**src/rtl/mem_responder.sv**
```systemverilog
// Byte-addressed memory responder with programmable wait states.
// Define MEM_ALIGN_CHECK_EN to flag misaligned word accesses via MemErr.
module mem_responder #(
  parameter int WAIT_CYCLES = 2,
  parameter int DEPTH_BYTES = 256
) (
  input  logic        Clk,
  input  logic        Reset,
  input  logic [31:0] Addr,
  input  logic [31:0] DataIn,
  input  logic        MemRd,
  input  logic        MemWr,
  input  logic        MemLength,
  input  logic        MemEnable,
  output logic [31:0] DataOut,
  output logic        MemRdy,
  output logic        MemErr,
  output logic        Busy
);

  localparam int AW = $clog2(DEPTH_BYTES);
  localparam logic [3:0] WLAST =
    (WAIT_CYCLES == 0) ? 4'd0 : 4'(WAIT_CYCLES - 1);

  typedef enum logic [1:0] {
    IDLE,
    WAIT,
    RESP
  } state_e;

  state_e state_q, state_d;
  logic [3:0] cnt_q, cnt_d;

  logic rd_q, wr_q;
  logic arm_q;
  logic acc_q;

  logic [AW-1:0] addr_q;
  logic [31:0]   wdata_q;
  logic          len_q;
  logic          dir_wr_q;

  logic rise_rd, rise_wr;
  logic accept;
  logic go_resp;
  logic misalign;

  logic [AW-1:0] b0, b1, b2, b3;
  logic [31:0]   rdata;

  logic [7:0] mem_q [DEPTH_BYTES];

  logic unused_addr;
  assign unused_addr = ^Addr[31:AW];

  assign rise_rd = MemRd & ~rd_q;
  assign rise_wr = MemWr & ~wr_q;

  // arm_q blocks a level that was already high when reset released.
  assign accept = arm_q & ~acc_q
                & (state_q == IDLE)
                & MemEnable
                & (rise_rd ^ rise_wr);

  always_ff @(posedge Clk or posedge Reset) begin
    if (Reset) begin
      rd_q  <= 1'b0;
      wr_q  <= 1'b0;
      arm_q <= 1'b0;
      acc_q <= 1'b0;
    end else begin
      rd_q  <= MemRd;
      wr_q  <= MemWr;
      arm_q <= 1'b1;
      acc_q <= accept;
    end
  end

  always_ff @(posedge Clk or posedge Reset) begin
    if (Reset) begin
      addr_q   <= '0;
      wdata_q  <= '0;
      len_q    <= 1'b0;
      dir_wr_q <= 1'b0;
    end else if (accept) begin
      addr_q   <= Addr[AW-1:0];
      wdata_q  <= DataIn;
      len_q    <= MemLength;
      dir_wr_q <= rise_wr;
    end
  end

  always_comb begin
    state_d = state_q;
    cnt_d   = cnt_q;
    go_resp = 1'b0;
    unique case (state_q)
      IDLE: begin
        if (acc_q) begin
          if (WAIT_CYCLES == 0) begin
            state_d = RESP;
            go_resp = 1'b1;
          end else begin
            state_d = WAIT;
            cnt_d   = 4'd0;
          end
        end
      end
      WAIT: begin
        if (cnt_q == WLAST) begin
          state_d = RESP;
          go_resp = 1'b1;
        end else begin
          cnt_d = cnt_q + 4'd1;
        end
      end
      RESP: begin
        state_d = IDLE;
      end
      default: begin
        state_d = IDLE;
      end
    endcase
  end

  always_ff @(posedge Clk or posedge Reset) begin
    if (Reset) begin
      state_q <= IDLE;
      cnt_q   <= 4'd0;
    end else begin
      state_q <= state_d;
      cnt_q   <= cnt_d;
    end
  end

`ifdef MEM_ALIGN_CHECK_EN
  assign misalign = len_q & (addr_q[1:0] != 2'b00);
`else
  assign misalign = 1'b0;
`endif

  assign b0 = {addr_q[AW-1:2], 2'b00};
  assign b1 = {addr_q[AW-1:2], 2'b01};
  assign b2 = {addr_q[AW-1:2], 2'b10};
  assign b3 = {addr_q[AW-1:2], 2'b11};

  assign rdata = len_q
    ? {mem_q[b3], mem_q[b2], mem_q[b1], mem_q[b0]}
    : {24'b0, mem_q[addr_q]};

  // Storage is deliberately not reset; contents survive Reset.
  always_ff @(posedge Clk) begin
    if (go_resp & dir_wr_q & ~misalign) begin
      if (len_q) begin
        mem_q[b0] <= wdata_q[7:0];
        mem_q[b1] <= wdata_q[15:8];
        mem_q[b2] <= wdata_q[23:16];
        mem_q[b3] <= wdata_q[31:24];
      end else begin
        mem_q[addr_q] <= wdata_q[7:0];
      end
    end
  end

  always_ff @(posedge Clk or posedge Reset) begin
    if (Reset) begin
      DataOut <= 32'd0;
    end else if (go_resp & ~dir_wr_q & ~misalign) begin
      DataOut <= rdata;
    end
  end

  assign MemRdy = (state_q == RESP);
  assign MemErr = MemRdy & misalign;
  assign Busy   = (state_q != IDLE);

endmodule

```
**config.mk**
```make
export PLATFORM = sky130hd
export DESIGN_NAME = mem_responder
export DESIGN_NICKNAME = d
export VERILOG_FILES = /design/src/rtl/mem_responder.sv
export SDC_FILE = /design/constraint.sdc
export NUM_CORES = 2
export LEC_CHECK = 0
export CAP_MARGIN = 15
export CORE_ASPECT_RATIO = 1.1
export CORE_MARGIN = 3
export CORE_UTILIZATION = 55
export DETAILED_ROUTE_END_ITERATION = 6
export PLACE_DENSITY = 0.71
export SKIP_CTS_REPAIR_TIMING = 1
export SKIP_LAST_GASP = 1
export SYNTH_ARGS = -nofsm -noshare
export SYNTH_HDL_FRONTEND = slang
export SYNTH_SLANG_ARGS = --single-unit
```
**constraint.sdc**
```tcl
create_clock -name Clk -period 4.2 [get_ports Clk]
set_clock_uncertainty 0.05 [all_clocks]
set_input_delay 0.63 -clock Clk [delete_from_list [all_inputs] [get_ports Clk]]
set_output_delay 0.63 -clock Clk [all_outputs]
set_load 0.005 [all_outputs]
```
==> impl_metrics.json <==
{
  "status": "finished, violations left",
  "failed_checks": "DRC, setup timing",
  "wl_per_cell_um": 48.03,
  "num_rows": 175,
  "grt_overflow_total": 0,
  "min_path_type": "primary input to async pin",
  "die_height_um": 485.4,
  "min_period_ps": 4420,
  "clock-root-buffer": "clkbuf_16",
  "nets": 7714,
  "final_layout_size_suffix_gt1_share_pct": 49.28,
  "rsz0062_at_grt": "false",
  "wirelength_um": 511000,
  "dr.pass1.iters": 7,
  "fillers": 15190,
  "grt_pass1_vias": 77170,
  "hpwl_um": 367600,
  "core_sq_mm": 0.2071,
  "postRouteAntennaNets": 0,
  "cts_made_buffers": 216,
  "cts_tree": "yes",
  "synthToLayoutAreaGrowth_pct": 14.33,
  "fmax_ghz": 0.2262,
  "leakagePower_uw": 0.04493,
  "ir_worst_vdd_mv": 0.8898,
  "async_reset_ff_share_pct": 3.940,
  "synth_edf_count": 2048,
  "ys_types": 92,
  "grt_max_degree": 157,
  "die_w_um": 441.8,
  "io_buffers": 79,
  "pre_cts_slack_ps": 289.4,
  "drc": 4,
  "avgSynthCellArea_sq_um": 16.05,
  "yosys_warnings": 0,
  "path_clk_slew_ps": 70,
  "synth.area.top_cells": "edfxtp_1, mux4_2, mux2_2, mux2i_1, dfrtp_1",
  "syn_inst": 7158,
  "required_ps": 4940,
  "cp_max_fo": 20,
  "insertion_delay_ps": 910,
  "grt_pass1_wl_um": 683400,
  "routed_via_density": 7.649,
  "netlist_area_sq_mm": 0.1149,
  "worst_slack_ps": -220.3,
  "vias": 81370,
  "synth.ff_latch_count": 2132,
  "endpoint_kind": "flop",
  "synth-main-ff-cell": "edfxtp_1",
  "antenna_found_initial": 88,
  "total_power_uw": 101300,
  "start_util_pct": 55.47,
  "r2r.worst_path.cells": 9,
  "drt-initial-drc-count": 13950,
  "final_max_slew_viol_count": 0,
  "setup_viol": 2,
  "hold_viol_final": 0,
  "worstPathArrival_ps": 5160,
  "clockBufferDepth": 3,
  "die_area_sq_mm": 0.2145,
  "gp_congestion": 1.099,
  "synth_fp_nets": 7230,
  "cts.sinks": 2132,
  "synth_top_cell_area_share_pct": 53.52,
  "synth_area_leader_cell": "edfxtp_1",
  "relSlewSlack_pct": 6.490,
  "critPathKind": "flop to flop",
  "startpoint_type": "flop",
  "worst_pin_slew_ps": 1403,
  "ys_seq_area_share_pct": 55.35,
  "ios": 105,
  "max_cap_violations": 0,
  "final_cell_mix": "edfxtp_1, mux2_2, buf_4, mux4_2, nor2_1",
  "fin_crit_sh_pct": 105.2,
  "layout_commonest_cell": "edfxtp_1",
  "grt_util_all_layers_pct": 47.32,
  "cts_max_level": 4,
  "pwr_density_cell_mw_per_mm2": 770.7
}
critical path, stage by stage, from the launching register on:
cell and delay [ps]:
dfrtp_4 720, buf_12 290, buf_12 170, and3b_1 370, buf_4 270, a221oi_1 290
a31oi_1 220, nor4_1 970, a21oi_1 490, o31a_1 380
layout make-up:
type	count	area (sq um)	share of cell area (%)
Sequential cell	2132	63690	48.48
Antenna cell	67	167.7	0.1276
Timing Repair Buffer	1017	8987	6.841
Inverter	13	57.56	0.04381
Tap cell	2743	3432	2.612
Clock buffer	278	5843	4.448
Clock inverter	126	1255	0.9552
Multi-Input combinational cell	4262	47940	36.49
cell usage after synthesis, types with 9 or more instances:
| library cell | instances |
|---|---|
| buf_1 | 30 |
| nand2_2 | 22 |
| and3_1 | 17 |
| a221oi_1 | 25 |
| buf_4 | 76 |
| o221ai_1 | 9 |
| o22ai_1 | 49 |
| nor4_1 | 13 |
| nor2_8 | 40 |
| nand3_1 | 57 |
| a311oi_1 | 10 |
| mux2_1 | 23 |
| nand2b_1 | 15 |
| nor3b_1 | 9 |
| o211ai_1 | 10 |
| o21ai_0 | 78 |
| nor3_1 | 28 |
| nor2_4 | 40 |
| clkbuf_1 | 475 |
| mux2i_1 | 215 |
| buf_6 | 44 |
| dfrtp_1 | 84 |
| nand4_1 | 21 |
| edfxtp_1 | 2048 |
| nor2_1 | 359 |
| mux2_2 | 1553 |
| a211oi_1 | 38 |
| mux4_2 | 787 |
| nor2b_1 | 20 |
| and2_1 | 15 |
| buf_2 | 126 |
| a21oi_1 | 93 |
| a2111oi_0 | 9 |
| a31oi_1 | 27 |
| a22o_1 | 27 |
| a22oi_1 | 159 |
| nor2_2 | 60 |
| nand2_1 | 320 |
routing by layer:
layer / track usage, % / vias to the layer above / part of all wire, %
li1: - / 29960 / -
met1: 57.66 / 41680 / 33
met2: 67.83 / 7738 / 43
met3: 17.47 / 1956 / 14
met4: 38.13 / 38 / 10
met5: 0.4918 / - / 0.050
registers in the layout, summed over array words and instances (netlist names):
signal	count
acc_q	1
wdata_q	32
addr_q	8
rd_q	1
wr_q	1
DataOut	32
cnt_q	4
dir_wr_q	1
len_q	1
mem_q	2048
arm_q	1
state_q	2
cell families after synthesis:
logic type | share of synthesized area [%]
compound gates | 3.702
xor+xnor | 0.01525
fa+ha+maj | 0.02177
buf+inv | 3.169
flops | 55.35
mux | 32.74
other cells | 0.006536
simple gates | 4.994
report_power, final:
part,internal [uW],switching [uW]
logic,19600,31900
clock network,11100,8820
registers,26600,3240
total,57300,44000
per-stage QoR:
step	utilization (%)	std cells	hold slack (ps)	cell area, sq um	TNS, ps
2_1_floorplan	-	7158	412.8	114900	0
3_3_place_gp	59.89	10160	406.0	124100	0
3_5_place_dp	59.90	10160	415.7	124100	0
4_1_cts	63.33	10570	100.3	131200	0
5_1_grt	63.35	10570	161.0	131200	0
6_report	63.42	10640	132.8	131400	-238.7
final timing paths:
check	startpoint	endpoint	slack (ps)
min in group Clk	MemWr	wr_q$_DFF_PP0_	140
max	addr_q[2]$_DFFE_PP0P_	DataOut[2]$_DFFE_PP0P_	-220
min	Reset	wdata_q[8]$_DFFE_PP0P_	130
min reg2reg	DataOut[24]$_DFFE_PP0P_	DataOut[24]$_DFFE_PP0P_	440
max in group asynchronous	Reset	addr_q[4]$_DFFE_PP0P_	3140
max reg2reg	addr_q[2]$_DFFE_PP0P_	DataOut[2]$_DFFE_PP0P_	-220
Note: power is estimated with default switching activity, not from simulation.
